### src/rtl/alu_share_arbiter_pkg.sv
// Types shared by the ALU sharing arbiter: operation bundle, result record and sizing constants.
package alu_share_arbiter_pkg;

  localparam int unsigned XLEN              = 32;
  localparam int unsigned TRANS_ID_BITS     = 3;
  localparam int unsigned ALU_SHARE_MAX_REQ = 2;
  localparam int unsigned OWNER_BITS        = (ALU_SHARE_MAX_REQ > 1) ? $clog2(ALU_SHARE_MAX_REQ) : 1;

  typedef logic [XLEN-1:0] xlen_t;

  typedef enum logic [3:0] {
    ADD  = 4'd0,
    SUB  = 4'd1,
    XORL = 4'd2,
    ANDL = 4'd3,
    EQ   = 4'd4,
    NE   = 4'd5
  } fu_op_t;

  typedef struct packed {
    fu_op_t                   operation;
    xlen_t                    operand_a;
    xlen_t                    operand_b;
    xlen_t                    imm;
    logic [TRANS_ID_BITS-1:0] trans_id;
  } fu_data_t;

  typedef struct packed {
    xlen_t                    result;
    logic                     branch_res;
    logic [TRANS_ID_BITS-1:0] trans_id;
    logic [OWNER_BITS-1:0]    owner;
  } alu_share_res_t;

endpackage

### src/rtl/alu_share_arbiter_fifo.sv
// Two-entry in-order result buffer (head/tail registers, no fall-through).
module alu_share_arbiter_fifo
  import alu_share_arbiter_pkg::*;
#(
  parameter int unsigned DEPTH = 2
) (
  input  logic           clk_i,
  input  logic           rst_ni,
  input  logic           flush_i,
  input  logic           push_i,
  input  alu_share_res_t data_i,
  input  logic           pop_i,
  output alu_share_res_t data_o,
  output logic           full_o,
  output logic           empty_o
);

  alu_share_res_t head_q, head_d, tail_q, tail_d;
  logic [1:0]     cnt_q, cnt_d;
  logic           push_ok, pop_ok;

  assign full_o  = (cnt_q == 2'(DEPTH));
  assign empty_o = (cnt_q == 2'd0);
  assign data_o  = head_q;

  // Entries are never cleared on pop or flush so the head keeps its last value when empty.
  always_comb begin
    head_d  = head_q;
    tail_d  = tail_q;
    cnt_d   = cnt_q;
    push_ok = push_i & ~full_o;
    pop_ok  = pop_i & ~empty_o;
    case ({push_ok, pop_ok})
      2'b10: begin
        if (cnt_q == 2'd0) head_d = data_i;
        else               tail_d = data_i;
        cnt_d = cnt_q + 2'd1;
      end
      2'b01: begin
        if (cnt_q == 2'd2) head_d = tail_q;
        cnt_d = cnt_q - 2'd1;
      end
      2'b11: head_d = data_i;
      default: ;
    endcase
    if (flush_i) cnt_d = 2'd0;
  end

  always_ff @(posedge clk_i or negedge rst_ni) begin
    if (!rst_ni) begin
      head_q <= '0;
      tail_q <= '0;
      cnt_q  <= 2'd0;
    end else begin
      head_q <= head_d;
      tail_q <= tail_d;
      cnt_q  <= cnt_d;
    end
  end

  a_cnt_max: assert property (@(posedge clk_i) disable iff (!rst_ni) cnt_q <= 2'd2);

endmodule

### src/rtl/alu_share_arbiter.sv
// Round-robin sharing of one external combinational ALU between NR_REQ issue requesters,
// with results registered into a 2-entry buffer under valid/ready backpressure.
module alu_share_arbiter
  import alu_share_arbiter_pkg::*;
#(
  parameter int unsigned NR_REQ    = 2,
  parameter int unsigned BUF_DEPTH = 2
) (
  input  logic                  clk_i,
  input  logic                  rst_ni,
  input  logic                  flush_i,
  input  logic [NR_REQ-1:0]     req_valid_i,
  output logic [NR_REQ-1:0]     req_ready_o,
  input  fu_data_t [NR_REQ-1:0] req_data_i,
  output fu_data_t              alu_data_o,
  input  xlen_t                 alu_result_i,
  input  logic                  alu_branch_i,
  output logic                  res_valid_o,
  input  logic                  res_ready_i,
  output alu_share_res_t        res_o
);

  localparam int unsigned PTR_W = (NR_REQ > 1) ? $clog2(NR_REQ) : 1;

  logic [PTR_W-1:0] rr_q, rr_d, grant, cand;
  logic             found, any_valid, space, handshake, buf_full, buf_empty, pop;
  alu_share_res_t   push_data;

  assign any_valid = |req_valid_i;
  // Space comes from the registered count, so res_ready_i never reaches req_ready_o.
  assign space     = ~buf_full;
  assign handshake = |(req_valid_i & req_ready_o);
  assign pop       = res_valid_o & res_ready_i;

  always_comb begin
    grant = rr_q;
    found = 1'b0;
    cand  = '0;
    for (int unsigned i = 0; i < NR_REQ; i++) begin
      cand = PTR_W'((32'(rr_q) + i) % NR_REQ);
      if (!found && req_valid_i[cand]) begin
        grant = cand;
        found = 1'b1;
      end
    end
  end

  always_comb begin
    req_ready_o = '0;
    if (any_valid && space && !flush_i) req_ready_o[grant] = 1'b1;
  end

  always_comb begin
    alu_data_o           = '0;
    alu_data_o.operation = ADD;
    if (any_valid) alu_data_o = req_data_i[grant];
  end

  always_comb begin
    rr_d = rr_q;
    if (handshake) rr_d = (32'(grant) == NR_REQ - 1) ? '0 : grant + 1'b1;
  end

  always_ff @(posedge clk_i or negedge rst_ni) begin
    if (!rst_ni) rr_q <= '0;
    else         rr_q <= rr_d;
  end

  always_comb begin
    push_data            = '0;
    push_data.result     = alu_result_i;
    push_data.branch_res = alu_branch_i;
    push_data.trans_id   = req_data_i[grant].trans_id;
    push_data.owner      = OWNER_BITS'(grant);
  end

  alu_share_arbiter_fifo #(
    .DEPTH (BUF_DEPTH)
  ) u_buf (
    .clk_i   (clk_i),
    .rst_ni  (rst_ni),
    .flush_i (flush_i),
    .push_i  (handshake),
    .data_i  (push_data),
    .pop_i   (pop),
    .data_o  (res_o),
    .full_o  (buf_full),
    .empty_o (buf_empty)
  );

  assign res_valid_o = ~buf_empty;

  a_ready_onehot0: assert property (@(posedge clk_i) disable iff (!rst_ni) $onehot0(req_ready_o));
  a_res_stable:    assert property (@(posedge clk_i) disable iff (!rst_ni)
                                    res_valid_o && !res_ready_i |=> $stable(res_o));

endmodule

### config.mk
export PLATFORM = sky130hd
export DESIGN_NAME = alu_share_arbiter
export DESIGN_NICKNAME = d
export VERILOG_FILES = /design/src/rtl/alu_share_arbiter_pkg.sv /design/src/rtl/alu_share_arbiter_fifo.sv /design/src/rtl/alu_share_arbiter.sv
export SDC_FILE = /design/constraint.sdc
export NUM_CORES = 1
export LEC_CHECK = 0
export CORE_AREA = 2 2 151 153
export DETAILED_ROUTE_END_ITERATION = 7
export DIE_AREA = 0 0 153 155
export HOLD_SLACK_MARGIN = 0.02
export MAX_ROUTING_LAYER = met4
export PLACE_DENSITY = 0.64
export SLEW_MARGIN = 30
export SYNTH_ARGS = -nofsm -noshare
export SYNTH_HDL_FRONTEND = slang
export SYNTH_SLANG_ARGS = --single-unit
export TNS_END_PERCENT = 5
### constraint.sdc
create_clock -name clk_i -period 4.9 [get_ports clk_i]
set_input_delay 0.98 -clock clk_i [delete_from_list [all_inputs] [get_ports clk_i]]
set_output_delay 0.98 -clock clk_i [all_outputs]
set_load 0.02 [all_outputs]
==> flow_metrics.tcl, run 1 <==
set metrics [dict create \
    setup_viol 0 \
    power_switching_share_pct 34.51 \
    nets 1229 \
    hold_class "reg -> reg" \
    ant_nets 0 \
    antenna_found_initial 4 \
    met1_usage_pct 21.68 \
    synth-main-ff-cell "dfrtp_1" \
    required_ns 3.92 \
    critical_path_class "in -> out" \
    power.density_nw_per_um2 324.5 \
    cts_setup_buffers 0 \
    critPathCapture "alu_data_o[12]" \
    dieArea_um2 23720 \
    cp_cell_sequence "clkdlybuf4s50_1, a21boi_0, nor2_4, buf_12, buf_12, nand2_1, a21oi_1, clkdlybuf4s50_1" \
    areaGrowthSynthToFinish_pct 91.60 \
    grt_pass1_wl_um 31490 \
    drc_errors 0 \
    die_w_um 153 \
    cts.sinks 77 \
    yosysUniqueCellTypes 34 \
    drv_cap 0 \
    multi_input_area_um2 2731 \
    synth_top_area_share_pct 39.31 \
    worstSetupStartpoint "req_valid_i[1]" \
    finalHoldViolCount 0 \
    final-seq-area_um2 1927 \
    critPathTopFamily "buffers and inverters" \
    async_flop_share_pct 100.0 \
    drt-initial-drc-count 353 \
    pin_count 388 \
    die_y_um 155 \
    cts_resized 0 \
    seq_power_share_pct 28.8 \
    cp_max_fo 40 \
    busiest_layer "met2" \
    initial_core_util_pct 22.05 \
    dp_hpwl_um 16300 \
    dr.pass1.iters 5 \
    yosysWarnings 0 \
    rr_worst_depth 5 \
    clkPwrFrac_pct 23.5 \
    synth_area_leaders "dfrtp_1 (39%), nand2_1 (16%), a21oi_1 (14%)" \
    syn_inst 624 \
    clk_latency_ns 0.34 \
    max-vdd-ir-drop_mv 0.2048 \
    grt-ovfl-total 0 \
    grt_max_degree 93 \
    yosys.area.top_type "dfrtp_1" \
    clockBufferDepth 2 \
    syn_area_per_cell_um2 7.856 \
    clk_pin_slew_worst_paths_ns 0.06 \
    finalCriticalPeriod_ns 4.550 \
    max_freq_ghz 0.2198 \
    dp_slack_ns 0.3552 \
    setup_tns_ns 0 \
    drive_gt1_share_pct 6.984 \
    critPathMaxStageDelay_ns 0.69 \
    ys_seq_area_share_pct 39.31 \
    critPathBufInv 4 \
    crit_cells 8 \
    cp_slowest_cell "clkdlybuf4s50_1" \
    regToRegStartpoint "u_buf.cnt_q[0]" \
    fill_cells 2225 \
    hold_buffers 0 \
    status "finished, final reports clean" \
    rr_endpoint "u_buf.data_o[14]" \
    drv_slew 0 \
    grtUsageMet3_pct 5.265 \
    rsz0062_at_grt "no" \
    internal_power_mw 1.996 \
    p_leak_nw 3.899 \
    wl_per_cell_um 16.37 \
    ctsRootBufferMaster "clkbuf_16" \
    vias 5664 \
    viasPerCell 4.435 \
    rows 55 \
    cts_buffers 9 \
    endpoint_kind "output port" \
    synth-edff-count 0 \
    place_congestion 0.8042 \
    ys_ff_latch 77 \
    relSlewSlack_pct 43.61 \
    finalWorstSetupSlack_ns 0.3495 \
    synth_most_common_cell "nand2_1" \
    switchingPower_mw 1.052 \
    routed_wirelength_um 20910 \
    comb_power_share_pct 47.8 \
    arrival_ns 3.57 \
    startpoint_type "primary input" \
    port_buffers 387 \
    reg2reg_setup_slack_ns 2.65 \
    syn_area_um2 4902 \
    synth.net_count 869 \
    synth_common_cells "nand2_1 (209), a21oi_1 (137), dfrtp_1 (77)" \
    grt.total_usage_pct 17.28 \
    grt.met2_usage_pct 27.57 \
    cts_max_level 3 \
    post-route-period-util_pct 92.87 \
    grt_pass1_vias 5436 \
    tightest_slew_ns 0.8458 \
    cts_tree "built" \
    finClkSkew_ns 0.005423 \
    coreArea_um2 22230 \
]
worst min-delay path by stage:
stage | startpoint | end | cells past startpoint
3_3_place_gp | u_buf.tail_q[0] | u_buf.tail_q[0] | 2
2_1_floorplan | u_buf.tail_q[0] | u_buf.tail_q[0] | 2
5_1_grt | u_buf.tail_q[21] | u_buf.tail_q[21] | 1
3_5_place_dp | u_buf.tail_q[2] | u_buf.tail_q[2] | 2
4_1_cts | u_buf.tail_q[1] | u_buf.tail_q[1] | 2
6_report | u_buf.tail_q[1] | u_buf.tail_q[1] | 2
power groups by stage:
stage	Combinational [mW]	Sequential [mW]	Clock (mW)
finish	1.46	0.876	0.715
global route	1.57	0.894	0.765
CTS	1.47	0.877	0.737
detailed placement	1.47	0.883	0
global placement	1.46	0.880	0
floorplan	0.654	0.947	0
cells in the final DEF (no fill, tap or decap), drive strengths merged, types with 2 or more instances in the layout:
cell type        n
nand2          209
a21o             3
a31oi            4
mux2i           34
inv              4
a21oi          138
dfrtp           77
o21ai            7
nor3             4
bufinv           2
clkdlybuf4s50  386
buf             15
o21bai           2
clkbuf          10
diode            4
nor2            44
a211o            3
mux2            33
final cells by class:
class                   count  share of cell area (%)
inverters                   3                  0.1199
well taps                 285                   3.796
repair buffers            401                   43.04
diodes                      4                  0.1066
clock buffers              10                   2.438
multi-input cells         492                   29.08
clock inverters             5                  0.9058
flip-flops and latches     77                   20.51
metal layers:
metal  vias to the layer above  part of all wire (%)
li1                       2803                     -
met1                      2606                    43
met2                       231                    48
met3                        24                   7.6
met4                         0                   1.5
met5                         -                     0
registers in the layout, indices dropped and copies added, names as in the netlist:
name	count
u_buf.data_o	37
u_buf.cnt_q	2
rr_q	1
u_buf.tail_q	37
per-stage QoR:
| stage | instances | cell area, um2 | utilization (%) | total power [mW] | hold WS, ns |
|---|---|---|---|---|---|
| final | 1277 | 9393 | 42.26 | 3.048 | 0.4851 |
| after global routing | 1277 | 9393 | 42.26 | 3.228 | 0.5180 |
| after CTS | 1273 | 9383 | 42.21 | 3.087 | 0.4889 |
| after detailed placement | 1258 | 9069 | 40.80 | 2.350 | 0.4769 |
| after global placement | 1258 | 9065 | 40.78 | 2.339 | 0.4665 |
| after floorplan | 624 | 4902 | - | 1.601 | 0.4483 |
cell families (layout without fill, tap and decap cells):
kind of cell           after synthesis  in the layout  synth area share (%)
AND/OR/NAND/NOR                    263            263                 20.62
AO/OA/AOI/OAI                      162            162                 17.66
flip-flops                          77             77                 39.31
multiplexers                        67             67                 16.82
buffers and inverters               55            419                 5.589
other                                0              4                     0
worst register-to-register path: cells and delay by family, from the launching register on:
kind | cells | cell delay [ns]
compound gates | 2 | 0.74
buf+inv | 1 | 0.49
simple gates | 2 | 0.48
flops | 1 | 0.46
(Power assumes the default switching activity.)
==> run 2: changes to the inputs <==
--- a/config.mk
+++ b/config.mk
@@ -5,12 +5,14 @@
 export SDC_FILE = /design/constraint.sdc
 export NUM_CORES = 1
 export LEC_CHECK = 0
+export CAP_MARGIN = 15
 export CORE_AREA = 2 2 151 153
 export DETAILED_ROUTE_END_ITERATION = 7
 export DIE_AREA = 0 0 153 155
 export HOLD_SLACK_MARGIN = 0.02
 export MAX_ROUTING_LAYER = met4
 export PLACE_DENSITY = 0.64
+export RECOVER_POWER = 100
 export SLEW_MARGIN = 30
 export SYNTH_ARGS = -nofsm -noshare
 export SYNTH_HDL_FRONTEND = slang
==> flow_metrics.tcl, run 2 (same netlist as run 1, synthesis figures left out) <==
set metrics [dict create \
    critPathMaxStageDelay_ns 0.69 \
    fill_cells 2263 \
    status "complete, but fails checks" \
    finalWorstSetupSlack_ns 0.2795 \
    critPathTopFamily "buffers and inverters" \
    grt_pass1_wl_um 31490 \
    critical_path_class "in -> out" \
    ant_nets 0 \
    cp_max_fo 25 \
    rsz0062_at_grt "no" \
    power.density_nw_per_um2 314.9 \
    post-route-period-util_pct 94.30 \
    clk_latency_ns 0.34 \
    port_buffers 387 \
    power_switching_share_pct 35.60 \
    finalCriticalPeriod_ns 4.621 \
    viasPerCell 4.468 \
    relSlewSlack_pct -128.1 \
    post-place-cells 1258 \
    grt_pass1_vias 5436 \
    finalNonFillerCells 1277 \
    cts_setup_buffers 0 \
    cts.sinks 77 \
    power_mw 2.912 \
    coreArea_um2 22230 \
    grt_max_degree 93 \
    nets 1229 \
    clkPwrFrac_pct 24.5 \
    rows 55 \
    dp_slack_ns 0.3552 \
    cp_slowest_cell "dlygate4sd3_1" \
    cts_resized 0 \
    dr.pass1.iters 5 \
    grt.total_usage_pct 17.28 \
    critPathBufInv 3 \
    finClkSkew_ns 0.005869 \
    drc_errors 0 \
    grt-ovfl-total 0 \
    pin_count 388 \
    dieArea_um2 23720 \
    multi_input_area_um2 2601 \
    required_ns 3.92 \
    startpoint_type "primary input" \
    final_common_cell "clkdlybuf4s50_1" \
    setup_tns_ns 0 \
    die_y_um 155 \
    arrival_ns 3.64 \
    comb_power_share_pct 45.6 \
    hold_class "reg -> reg" \
    drt-initial-drc-count 333 \
    final-seq-area_um2 1927 \
    setup_viol 0 \
    max-vdd-ir-drop_mv 0.2012 \
    finalHoldViolCount 0 \
    cts_max_level 3 \
    cts_buffers 9 \
    p_leak_nw 3.873 \
    wl_per_cell_um 16.32 \
    switchingPower_mw 1.037 \
    max_freq_ghz 0.2164 \
    ctsRootBufferMaster "clkbuf_16" \
    initial_core_util_pct 22.05 \
    drive_gt1_share_pct 3.239 \
    areaGrowthSynthToFinish_pct 88.64 \
    violations "max-capacitance violations, max-slew violations" \
    endpoint_kind "output port" \
    clockBufferDepth 2 \
    seq_power_share_pct 29.9 \
    cts_tree "built" \
    final_cell_mix "clkdlybuf4s50_1 (248), nand2_1 (209), a21oi_1 (138), dlygate4sd3_1 (138), dfrtp_1 (77)" \
    vias 5705 \
    critPathMostFrequentCell "dlygate4sd3_1" \
    internal_power_mw 1.875 \
    die_w_um 153 \
    tightest_slew_ns 3.422 \
    cp_cell_sequence "dlygate4sd3_1, o21ai_4, clkbuf_1, nand2_1, a21oi_1, dlygate4sd3_1" \
    dp_hpwl_um 16300 \
    drv_slew 78 \
    place_congestion 0.8042 \
    hold_buffers 0 \
    drv_cap 1 \
    antenna_found_initial 4 \
    final_core_util_pct 41.60 \
    routed_wirelength_um 20850 \
    clk_pin_slew_worst_paths_ns 0.06 \
]
-- run 2: changes by cell type in the layout (fill, tap and decap cells not counted), sizes merged --
cell	delta
clkbuf	+4
clkdlybuf4s50	-138
dlygate4sd3	+138
buf	-5
dlygate4sd2	+1
-- run 2: tightest hold or removal path, stage by stage (launching register included) --
cell and delay, ns:
dfrtp_1 0.35, nand2_1 0.05, o21ai_0 0.06
-- run 2: final timing paths --
path,startpoint,to,slack (ns),depth (start not counted)
setup / recovery,req_valid_i[1],alu_data_o[77],0.28,6
hold / removal,u_buf.tail_q[1],u_buf.tail_q[1],0.49,2
setup reg to reg,u_buf.cnt_q[0],u_buf.data_o[30],2.25,5
hold reg to reg,u_buf.tail_q[1],u_buf.tail_q[1],0.49,2
max in group asynchronous,rst_ni,u_buf.data_o[0],1.02,1
min in group asynchronous,rst_ni,u_buf.data_o[22],1.95,1
-- run 2: metal layers --
metal  global-route usage (%)  share of wire, %
met5                        -                 0
met3                    5.265               7.6
met4                    3.880               1.5
met1                    21.68                43
met2                    27.57                48
-- run 2: layout make-up --
cell class | instances | share of cell area [%]
Antenna cell | 4 | 0.1082
Clock buffer | 10 | 2.476
Clock inverter | 5 | 0.9200
Inverter | 3 | 0.1218
Multi-Input combinational cell | 492 | 28.13
Sequential cell | 77 | 20.84
Tap cell | 285 | 3.856
Timing Repair Buffer | 401 | 43.55
-- run 2: power by group through the flow --
stage | clock [mW] | sequential (mW) | combinational, mW
final | 0.715 | 0.871 | 1.33
after global routing | 0.765 | 0.890 | 1.44
after CTS | 0.737 | 0.877 | 1.47
after detailed placement | 0 | 0.883 | 1.47
after global placement | 0 | 0.880 | 1.46
after floorplan | 0 | 0.947 | 0.654
-- run 2: stage by stage --
stage | hold WS, ns | cell area, um2
CTS | 0.4889 | 9383
finish | 0.4851 | 9248
global route | 0.5035 | 9248
detailed placement | 0.4769 | 9069
global placement | 0.4665 | 9065
floorplan | 0.4483 | 4902
